[config.mk]
export PLATFORM = sky130hd
export DESIGN_NAME = hazard_ctl
export DESIGN_NICKNAME = d
export VERILOG_FILES = /design/src/rtl/hazard_ctl.sv
export SDC_FILE = /design/constraint.sdc
export NUM_CORES = 1
export LEC_CHECK = 0
export CAP_MARGIN = 20
export CORE_ASPECT_RATIO = 1.75
export CORE_MARGIN = 2
export CORE_UTILIZATION = 25
export DETAILED_ROUTE_END_ITERATION = 16
export GPL_ROUTABILITY_DRIVEN = 0
export GPL_TIMING_DRIVEN = 1
export PLACE_DENSITY = 0.63
export SLEW_MARGIN = 15
export SYNTH_ARGS = -nofsm -noshare
export SYNTH_HDL_FRONTEND = slang
export SYNTH_SLANG_ARGS = --single-unit
export TNS_END_PERCENT = 5
[constraint.sdc]
create_clock -name clk -period 1.7 [get_ports clk]
set_input_delay 0.255 -clock clk [delete_from_list [all_inputs] [get_ports clk]]
set_output_delay 0.255 -clock clk [all_outputs]
set_load 0.005 [all_outputs]
[src/rtl/hazard_ctl.sv]
// Stall/flush/forwarding controller and mult/div busy sequencer for the 5-stage MIPS core.
// Define HAZARD_PERF_CNT_EN to add the saturating PerfStallCnt/PerfFlushCnt/PerfMulDivCnt ports.
module hazard_ctl #(
  parameter int MULDIV_LAT = 8,
  parameter int CNT_W      = 16
) (
  input  logic       clk,
  input  logic       reset,
  input  logic [4:0] Rs_ID,
  input  logic [4:0] Rt_ID,
  input  logic       UsesRs_ID,
  input  logic       UsesRt_ID,
  input  logic       UsesHiLo_ID,
  input  logic [4:0] Rs_EX,
  input  logic [4:0] Rt_EX,
  input  logic [4:0] WriteReg_EX,
  input  logic [4:0] WriteReg_MEM,
  input  logic [4:0] WriteReg_WB,
  input  logic       RegWrite_EX,
  input  logic       RegWrite_MEM,
  input  logic       RegWrite_WB,
  input  logic       MemToReg_EX,
  input  logic       MulDivStart_EX,
  input  logic       BranchTaken_EX,
  input  logic       ImemReady_IF,
  output logic       Stall_IF,
  output logic       Stall_ID,
  output logic       Flush_ID,
  output logic       Flush_EX,
  output logic [1:0] FwdA_EX,
  output logic [1:0] FwdB_EX,
  output logic       MulDivBusy,
  output logic       MulDivDone
`ifdef HAZARD_PERF_CNT_EN
  ,
  output logic [CNT_W-1:0] PerfStallCnt,
  output logic [CNT_W-1:0] PerfFlushCnt,
  output logic [CNT_W-1:0] PerfMulDivCnt
`endif
);

  if (MULDIV_LAT < 2 || MULDIV_LAT > 31 || CNT_W < 1) begin : g_bad_param
    $error("hazard_ctl: MULDIV_LAT must be 2..31 and CNT_W at least 1");
  end

  typedef enum logic {
    IDLE = 1'b0,
    BUSY = 1'b1
  } md_state_e;

  localparam logic [4:0] LAT_M1 = 5'(MULDIV_LAT - 1);

  md_state_e  md_state_r;
  logic [4:0] md_cnt_r;
  logic       hold_r;
  logic       load_use_s;
  logic       hilo_s;
  logic       imem_miss_s;

  // MEM holds the younger result, so it wins over WB; $0 is hardwired and never forwarded.
  function automatic logic [1:0] fwd_sel(
    input logic [4:0] src,
    input logic       mem_wr,
    input logic [4:0] mem_rd,
    input logic       wb_wr,
    input logic [4:0] wb_rd
  );
    logic [1:0] sel;
    if (mem_wr && (mem_rd != 5'd0) && (mem_rd == src)) begin
      sel = 2'b10;
    end else if (wb_wr && (wb_rd != 5'd0) && (wb_rd == src)) begin
      sel = 2'b01;
    end else begin
      sel = 2'b00;
    end
    return sel;
  endfunction

  assign load_use_s = MemToReg_EX && RegWrite_EX && (WriteReg_EX != 5'd0) &&
                      ((UsesRs_ID && (Rs_ID == WriteReg_EX)) ||
                       (UsesRt_ID && (Rt_ID == WriteReg_EX)));
  assign hilo_s      = MulDivBusy && UsesHiLo_ID;
  assign imem_miss_s = !ImemReady_IF;

  // Set by reset and held until the first clock after release, forcing the bubble state.
  always_ff @(posedge clk or posedge reset) begin
    if (reset) begin
      hold_r <= 1'b1;
    end else begin
      hold_r <= 1'b0;
    end
  end

  // Mult/div busy FSM: counts MULDIV_LAT-1 down to 0, Done registered one edge ahead of the last cycle.
  always_ff @(posedge clk or posedge reset) begin
    if (reset) begin
      md_state_r <= IDLE;
      md_cnt_r   <= 5'd0;
      MulDivBusy <= 1'b0;
      MulDivDone <= 1'b0;
    end else begin
      case (md_state_r)
        IDLE: begin
          MulDivDone <= 1'b0;
          if (MulDivStart_EX) begin
            md_state_r <= BUSY;
            md_cnt_r   <= LAT_M1;
            MulDivBusy <= 1'b1;
          end else begin
            md_state_r <= IDLE;
            md_cnt_r   <= 5'd0;
            MulDivBusy <= 1'b0;
          end
        end
        BUSY: begin
          if (md_cnt_r == 5'd0) begin
            md_state_r <= IDLE;
            MulDivBusy <= 1'b0;
            MulDivDone <= 1'b0;
          end else begin
            md_state_r <= BUSY;
            md_cnt_r   <= md_cnt_r - 5'd1;
            MulDivBusy <= 1'b1;
            MulDivDone <= (md_cnt_r == 5'd1);
          end
        end
        default: begin
          md_state_r <= IDLE;
          md_cnt_r   <= 5'd0;
          MulDivBusy <= 1'b0;
          MulDivDone <= 1'b0;
        end
      endcase
    end
  end

`ifndef SYNTHESIS
  // A second issue while busy is dropped by the FSM; make it visible in simulation.
  always @(posedge clk) begin
    if (!reset && MulDivStart_EX && (md_state_r == BUSY)) begin
      $display("hazard_ctl: MulDivStart_EX while busy ignored at %0t", $time);
    end
  end
`endif

  // Redirect beats every stall because the held ID instruction is wrong-path.
  always_comb begin
    Stall_IF = 1'b0;
    Stall_ID = 1'b0;
    Flush_ID = 1'b0;
    Flush_EX = 1'b0;
    FwdA_EX  = 2'b00;
    FwdB_EX  = 2'b00;
    if (hold_r) begin
      Flush_ID = 1'b1;
      Flush_EX = 1'b1;
    end else begin
      FwdA_EX = fwd_sel(Rs_EX, RegWrite_MEM, WriteReg_MEM, RegWrite_WB, WriteReg_WB);
      FwdB_EX = fwd_sel(Rt_EX, RegWrite_MEM, WriteReg_MEM, RegWrite_WB, WriteReg_WB);
      if (BranchTaken_EX) begin
        Flush_ID = 1'b1;
        Flush_EX = 1'b1;
      end else if (load_use_s || hilo_s) begin
        Stall_IF = 1'b1;
        Stall_ID = 1'b1;
        Flush_EX = 1'b1;
      end else if (imem_miss_s) begin
        Stall_IF = 1'b1;
        Flush_ID = 1'b1;
      end else begin
        Stall_IF = 1'b0;
      end
    end
  end

`ifdef HAZARD_PERF_CNT_EN
  function automatic logic [CNT_W-1:0] sat_inc(input logic [CNT_W-1:0] val, input logic en);
    logic [CNT_W-1:0] res;
    if (en && (val != {CNT_W{1'b1}})) begin
      res = val + {{(CNT_W-1){1'b0}}, 1'b1};
    end else begin
      res = val;
    end
    return res;
  endfunction

  // Event counters stick at all-ones rather than wrapping.
  always_ff @(posedge clk or posedge reset) begin
    if (reset) begin
      PerfStallCnt  <= {CNT_W{1'b0}};
      PerfFlushCnt  <= {CNT_W{1'b0}};
      PerfMulDivCnt <= {CNT_W{1'b0}};
    end else begin
      PerfStallCnt  <= sat_inc(PerfStallCnt, Stall_ID);
      PerfFlushCnt  <= sat_inc(PerfFlushCnt, BranchTaken_EX);
      PerfMulDivCnt <= sat_inc(PerfMulDivCnt, md_state_r == BUSY);
    end
  end
`endif

endmodule

==> qor.tcl, run 1 <==
set qor(run_status) {finished with violations}
set qor(failed_checks) {setup timing}
set qor(share_seq_of_total_power) 0.250
set qor(mapped_cells) 102
set qor(start_util) 0.257
set qor(pre_cts_ws_ps) -821
set qor(area_of_the_die_sq_um) 3920
set qor(net-switching-power_uw) 461
set qor(power.clock.fraction) 0.191
set qor(combined_area_of_all_synthesized_cells_sq_um) 855
set qor(maxUsedRoutingLayer) {met4}
set qor(drt-initial-drc-count) 4
set qor(first_global_vias) 1107
set qor(synth-warning-count) 0
set qor(ys_types) 31
set qor(clk_transition_reported_paths_ps) 40
set qor(maxSlewViolCount) 0
set qor(drc_errors) 0
set qor(core_area_sq_um) 3330
set qor(finalWorstSetupSlack_ps) -143
set qor(io_pins) 57
set qor(crit_type) {in -> out}
set qor(areaGrowthSynthToFinish_pct) 98.1
set qor(wl_per_cell_microns) 13.2
set qor(cts-htree-levels) 1
set qor(clkSinkCount) 8
set qor(p_sw_frac) 0.362
set qor(grt_antenna_before_repair) 0
set qor(grt_max_degree) 10
set qor(endpoint_kind) {output port}
set qor(total_global_routing_overflow) 0
set qor(peakVddDrop_mv) 0.548
set qor(final_util) 0.509
set qor(syn_avg_cell_area_sq_um) 8.38
set qor(groute.usage.overall) 0.160
set qor(detailedPlacementHpwl_microns) 2520
set qor(clockRootBuffer) {sky130_fd_sc_hd__clkbuf_8}
set qor(leakagePower_uw) 0.000771
set qor(p_int_uw) 811
set qor(routed_wl_microns) 3070
set qor(cts_buffers) 3
set qor(p_per_area_nw_per_um2) 751
set qor(critPathArrivalTime_ps) 1590
set qor(clk-insertion-delay-late_ps) 230
set qor(numPortBuffers) 56
set qor(rsz_0062_raised_after_global_routing) {true}
set qor(dr_total_vias) 1053
set qor(drtAntennaViolNets) 0
set qor(post_layout_nets) 239
set qor(final_period_minus_worst_setup_slack_ps) 1840
set qor(combinationalPowerShare) 0.559
set qor(wl_met3_microns) 312
set qor(via_per_inst) 4.52
set qor(finalCritPeriodShare) 1.08
set qor(finalClockSkew_ps) 4.69
set qor(wire_length_of_the_first_global_routing_pass_microns) 4480
set qor(critPathRequiredTime_ps) 1440
set qor(yosysSeqAreaShare) 0.236
set qor(maximum_capacitance_violations) 0
set qor(drive_gt1_frac) 0.319
set qor(routed_met2_length_microns) 1630
set qor(postSynthRegisterBits) 8
set qor(dieHeight_microns) 81.3
set qor(die_w_microns) 48.2
set qor(hold_path.class) {in -> async}
set qor(routedLengthMet1_microns) 1020
set qor(drt-pass1-iter-count) 3
set qor(critPathLaunchType) {input pin}
set qor(rows) 28
set qor(achievable-frequency_mhz) 543
set qor(num_antenna_cells) 0
set qor(critPathMaxFanout) 3
set qor(syn_nets) 152
set qor(ctsLongestPathBuffers) 2
set qor(tritoncts) {done}
set qor(report.final.setup_viol) 7
set qor(final_hold_viol_count) 0
per-stage QoR:
step	TNS, ps	area [sq um]	hold WS, ps	cells	power, uW
after floorplan	0	855	69.9	102	698
after global placement	-5400	1630	514	224	998
after detailed placement	-5520	1630	526	224	1020
after CTS	-607	1680	279	232	1280
after global routing	-998	1690	309	233	1390
final	-600	1690	271	233	1270
area by class of cell:
class                           instances  area, sq um
Fill cell                             348         1640
Sequential cell                         8          201
Inverter                                4         15.0
Timing Repair Buffer                   83          687
Tap cell                               45         56.3
Multi-Input combinational cell         89          688
Clock buffer                            4         45.0
power by group through the flow:
stage	Clock, uW	Combinational (uW)	Sequential, uW
after floorplan	0	391	307
after global placement	0	680	318
after detailed placement	0	702	321
after CTS	250	713	321
after global routing	259	800	328
final	243	711	318
cells in the mapped netlist:
| cell | instances | share of area |
|---|---|---|
| sky130_fd_sc_hd__or4_1 | 3 | 0.026 |
| sky130_fd_sc_hd__xnor2_1 | 23 | 0.24 |
| sky130_fd_sc_hd__o22ai_1 | 1 | 0.0073 |
| sky130_fd_sc_hd__nand4_1 | 2 | 0.015 |
| sky130_fd_sc_hd__nor3_1 | 5 | 0.029 |
| sky130_fd_sc_hd__clkbuf_1 | 1 | 0.0044 |
| sky130_fd_sc_hd__a211oi_1 | 1 | 0.0088 |
| sky130_fd_sc_hd__xor2_1 | 9 | 0.092 |
| sky130_fd_sc_hd__nand3_1 | 4 | 0.023 |
| sky130_fd_sc_hd__nor3_2 | 1 | 0.012 |
| sky130_fd_sc_hd__inv_1 | 4 | 0.018 |
| sky130_fd_sc_hd__a22oi_2 | 1 | 0.015 |
| sky130_fd_sc_hd__or3_1 | 3 | 0.022 |
| sky130_fd_sc_hd__nor2b_1 | 2 | 0.015 |
| sky130_fd_sc_hd__ha_1 | 3 | 0.044 |
| sky130_fd_sc_hd__o21ai_2 | 1 | 0.010 |
| sky130_fd_sc_hd__a211o_1 | 1 | 0.010 |
| sky130_fd_sc_hd__nor4_1 | 2 | 0.015 |
| sky130_fd_sc_hd__and4b_1 | 1 | 0.012 |
| sky130_fd_sc_hd__dfrtp_1 | 7 | 0.20 |
| sky130_fd_sc_hd__dfstp_2 | 1 | 0.031 |
| sky130_fd_sc_hd__nand2_1 | 15 | 0.066 |
| sky130_fd_sc_hd__nor2_1 | 2 | 0.0088 |
| sky130_fd_sc_hd__nor4_2 | 1 | 0.015 |
| sky130_fd_sc_hd__o311a_1 | 1 | 0.012 |
| sky130_fd_sc_hd__nand2b_1 | 1 | 0.0073 |
| sky130_fd_sc_hd__a21boi_0 | 2 | 0.018 |
| sky130_fd_sc_hd__o211ai_1 | 1 | 0.0088 |
| sky130_fd_sc_hd__conb_1 | 1 | 0.0044 |
| sky130_fd_sc_hd__o21ai_1 | 1 | 0.0059 |
| sky130_fd_sc_hd__a21oi_1 | 1 | 0.0059 |
layout by cell type, fill, tap and decap left out, types with 3 or more instances in the layout:
| master | n |
|---|---|
| sky130_fd_sc_hd__buf_2 | 11 |
| sky130_fd_sc_hd__buf_4 | 25 |
| sky130_fd_sc_hd__buf_6 | 5 |
| sky130_fd_sc_hd__clkbuf_8 | 3 |
| sky130_fd_sc_hd__clkdlybuf4s50_1 | 18 |
| sky130_fd_sc_hd__dfrtp_1 | 7 |
| sky130_fd_sc_hd__dlygate4sd2_1 | 20 |
| sky130_fd_sc_hd__ha_1 | 3 |
| sky130_fd_sc_hd__inv_1 | 4 |
| sky130_fd_sc_hd__nand2_1 | 15 |
| sky130_fd_sc_hd__nand3_1 | 4 |
| sky130_fd_sc_hd__nor3_1 | 4 |
| sky130_fd_sc_hd__nor4_2 | 3 |
| sky130_fd_sc_hd__or3_1 | 3 |
| sky130_fd_sc_hd__xnor2_1 | 21 |
| sky130_fd_sc_hd__xor2_1 | 9 |
layer usage:
metal,track usage,up-vias
met4,0.0919,0
met2,0.307,49
met3,0.0267,10
met5,0,-
met1,0.137,470
li1,-,524
registers in the layout (all words and copies together) (netlist names):
register,count
hold_r,1
MulDivDone,1
md_state_r,1
md_cnt_r,5
critical path: stages:
cell and delay [ps]:
sky130_fd_sc_hd__buf_6 90, sky130_fd_sc_hd__or3_1 360, sky130_fd_sc_hd__o311a_1 310, sky130_fd_sc_hd__a22oi_2 200
sky130_fd_sc_hd__buf_4 150, sky130_fd_sc_hd__a211o_1 110, sky130_fd_sc_hd__buf_2 110
kinds of logic (layout without fill, tap and decap cells):
group | Yosys count | after routing | share of synthesized area
xor+xnor | 32 | 32 | 0.328
fa+ha+maj | 3 | 3 | 0.0439
other cells | 1 | 1 | 0.00439
flops | 8 | 8 | 0.236
buf+inv | 5 | 91 | 0.0220
compound gates | 11 | 11 | 0.101
simple gates | 42 | 42 | 0.265
timing repair:
item / 4_1_cts / 5_1_grt
pin swaps: 22 / 7
setup buffers: 4 / 1
endpoints found under the setup margin: 8 / 8
hold buffers: 0 / 0
gates resized for setup: 94 / 6
path summary, 6_finish.rpt:
path                                start     endpoint  slack, ps  cells past startpoint
min reg2reg                   md_cnt_r[1]  md_cnt_r[1]        560                      2
min in group clk              md_cnt_r[1]  md_cnt_r[1]        560                      2
max in group asynchronous           reset       hold_r       1140                      2
max reg2reg                   md_cnt_r[0]  md_cnt_r[4]        380                      5
max                        WriteReg_EX[1]     Flush_ID       -140                      7
min                                 reset  md_cnt_r[1]        270                      2
Note: power is estimated with default switching activity, not from simulation.
==> run 2, diff against run 1 <==
--- a/config.mk
+++ b/config.mk
@@ -13,6 +13,7 @@
 export GPL_ROUTABILITY_DRIVEN = 0
 export GPL_TIMING_DRIVEN = 1
 export PLACE_DENSITY = 0.63
+export REMOVE_ABC_BUFFERS = 1
 export SLEW_MARGIN = 15
 export SYNTH_ARGS = -nofsm -noshare
 export SYNTH_HDL_FRONTEND = slang
==> run 2 against run 1 <==
The run still ends with setup timing left. Register-to-register slack worse by 60 ps. Clock skew hardly changed. Clock-buffer cell count stayed put. Fmax is 2.1% lower. Die area stayed put. Critical path depth stayed put. Sequential share of layout area hardly changed. Worst setup slack worse by 39 ps. Flip-flop and latch count stayed put. First-iteration DRC count grew to 3.3 times the previous value. Final area is 0.15% higher. Core utilization is 0.075 points higher.
==> qor.tcl, run 2 (synthesized netlist as in run 1, its figures left out) <==
set qor(critPathRequiredTime_ps) 1440 ;# about the same
set qor(clk-insertion-delay-late_ps) 230 ;# about the same
set qor(clk_transition_reported_paths_ps) 40 ;# about the same
set qor(areaGrowthSynthToFinish_pct) 98.4 ;# was 98.1%
set qor(layout.cells.most_common) {sky130_fd_sc_hd__buf_4} ;# unchanged
set qor(via_per_inst) 4.52 ;# about the same
set qor(largest-register) {md_cnt_r} ;# unchanged
set qor(critPathLaunchType) {input pin} ;# unchanged
set qor(run_status) {finished with violations} ;# unchanged
set qor(first_global_vias) 1159 ;# was 1107
set qor(cpMaxStageDelayCell) {sky130_fd_sc_hd__or4_4} ;# was sky130_fd_sc_hd__or3_1
set qor(critPathMaxStageDelay_ps) 550 ;# was 360 ps
set qor(final_hold_viol_count) 0 ;# unchanged
set qor(critPathArrivalTime_ps) 1630 ;# was 1590 ps
set qor(rsz_0062_raised_after_global_routing) {true} ;# unchanged
set qor(routed_wl_microns) 3170 ;# was 3070 microns
set qor(leakagePower_uw) 0.000764 ;# was 0.000771 uW
set qor(wire_length_of_the_first_global_routing_pass_microns) 4720 ;# was 4480 microns
set qor(finalWorstSetupSlack_ps) -182 ;# was -143 ps
set qor(peakVddDrop_mv) 0.671 ;# was 0.548 mV
set qor(cp.buffers_inverters) 3 ;# unchanged
set qor(drc_errors) 0 ;# unchanged
set qor(layout.cells.most_common_list) {sky130_fd_sc_hd__buf_4, sky130_fd_sc_hd__xnor2_1, sky130_fd_sc_hd__dlygate4sd2_1} ;# unchanged
set qor(finalCritPeriodShare) 1.11 ;# was 1.08
set qor(core_area_sq_um) 3330 ;# unchanged
set qor(die_w_microns) 48.2 ;# unchanged
set qor(area_of_the_die_sq_um) 3920 ;# unchanged
set qor(failed_checks) {setup timing} ;# unchanged
set qor(report.power.total_uw) 1290 ;# was 1270 uW
set qor(numPortBuffers) 56 ;# unchanged
set qor(fin_hold_ws_ps) 266 ;# was 271 ps
set qor(dr_total_vias) 1057 ;# was 1053
set qor(endpoint_kind) {output port} ;# unchanged
set qor(grt_antenna_before_repair) 0 ;# unchanged
set qor(cts-htree-levels) 1 ;# unchanged
set qor(post_layout_nets) 240 ;# was 239
set qor(path_common_cell) {sky130_fd_sc_hd__buf_6}
set qor(drt-initial-drc-count) 13 ;# was 4
set qor(total_global_routing_overflow) 0 ;# unchanged
set qor(maximum_capacitance_violations) 0 ;# unchanged
set qor(clkSinkCount) 8 ;# unchanged
set qor(rows) 28 ;# unchanged
set qor(ctsLongestPathBuffers) 2 ;# unchanged
set qor(io_pins) 57 ;# unchanged
set qor(finalClockSkew_ps) 4.38 ;# was 4.69 ps
set qor(drive_gt1_frac) 0.307 ;# was 0.319
set qor(detailedPlacementHpwl_microns) 2570 ;# was 2520 microns
set qor(r2r_setup_slack_ps) 320 ;# was 380 ps
set qor(p_per_area_nw_per_um2) 761 ;# was 751 nW/um^2
set qor(final_util) 0.509 ;# about the same
set qor(final_period_minus_worst_setup_slack_ps) 1880 ;# was 1840 ps
set qor(wl_per_cell_microns) 13.6 ;# was 13.2 microns
set qor(clockRootBuffer) {sky130_fd_sc_hd__clkbuf_8} ;# unchanged
set qor(tritoncts) {done} ;# unchanged
set qor(num_antenna_cells) 0 ;# unchanged
set qor(layout.filler_cells) 331 ;# was 348
set qor(pre_cts_ws_ps) -832 ;# was -821 ps
set qor(groute.usage.overall) 0.168 ;# was 0.160
set qor(drt-pass1-iter-count) 4 ;# was 3
set qor(crit_type) {in -> out} ;# unchanged
set qor(largest_register_ff_count) 5 ;# unchanged
set qor(cp_cell_sequence) {buf_6 -> or4_4 -> o21ai_4 -> buf_6 -> nor3_2 -> nor4_2 -> buf_2} ;# was buf_6 -> or3_1 -> o311a_1 -> a22oi_2 -> buf_4 -> a211o_1 -> buf_2
set qor(maxSlewViolCount) 0 ;# unchanged
set qor(dieHeight_microns) 81.3 ;# unchanged
set qor(cts_buffers) 3 ;# unchanged
set qor(report.final.setup_viol) 8 ;# was 7
set qor(start_util) 0.257 ;# unchanged
set qor(drtAntennaViolNets) 0 ;# unchanged
set qor(achievable-frequency_mhz) 531 ;# was 543 MHz
set qor(stdcell_count) 234 ;# was 233
set qor(critPathTopFamily) {simple AND/OR/NAND/NOR gates} ;# was compound AO/OA/AOI/OAI gates
set qor(hold_path.class) {in -> async} ;# unchanged
set qor(grt_max_degree) 10 ;# unchanged
set qor(critPathMaxFanout) 2 ;# was 3
set qor(dp_cells) 224 ;# unchanged
run 2: cell type report:
cell class | count | area [sq um] | area share
clock buffers | 4 | 45.0 | 0.0266
inverters | 4 | 15.0 | 0.00886
multi-input cells | 89 | 673 | 0.397
flip-flops and latches | 8 | 201 | 0.119
well taps | 45 | 56.3 | 0.0332
repair buffers | 84 | 704 | 0.415
run 2: repair_timing:
action                                  4_1_cts  5_1_grt
pin swaps                                    22        6
buffers inserted                              6        0
endpoints found under the hold margin         0        0
endpoints found under the setup margin        8        8
gates resized for setup                      97        4
hold buffers                                  0        0
run 2: where the power goes:
part           leakage, uW  total, uW  internal, uW  switching, uW
sequential       0.0000981        319           264           55.5
combinational     0.000643        728           386            342
clock            0.0000228        242           163           79.1
total             0.000764       1290           812            477
run 2: path summary, 6_finish.rpt:
path,cells after the start,to,from
max in group asynchronous,2,hold_r,reset
worst max-delay path,7,FwdA_EX[0],WriteReg_MEM[1]
worst min-delay path,2,md_cnt_r[2],reset
min in group clk,2,md_cnt_r[1],md_cnt_r[1]
worst max register to register,4,md_cnt_r[1],md_cnt_r[2]
worst min register to register,2,md_cnt_r[1],md_cnt_r[1]
run 2: through the flow:
stage          TNS [ps]  instance area, sq um
2_1_floorplan         0                   851
5_1_grt           -1160                  1700
3_3_place_gp      -5360                  1630
6_report           -792                  1700
3_5_place_dp      -5560                  1630
4_1_cts            -806                  1680
run 2: metal layers:
metal,global-route usage,up-vias,wire (microns)
li1,-,525,-
met1,0.133,480,989
met2,0.338,45,1780
met3,0.0378,7,332
met4,0.0730,0,74
met5,0,-,0
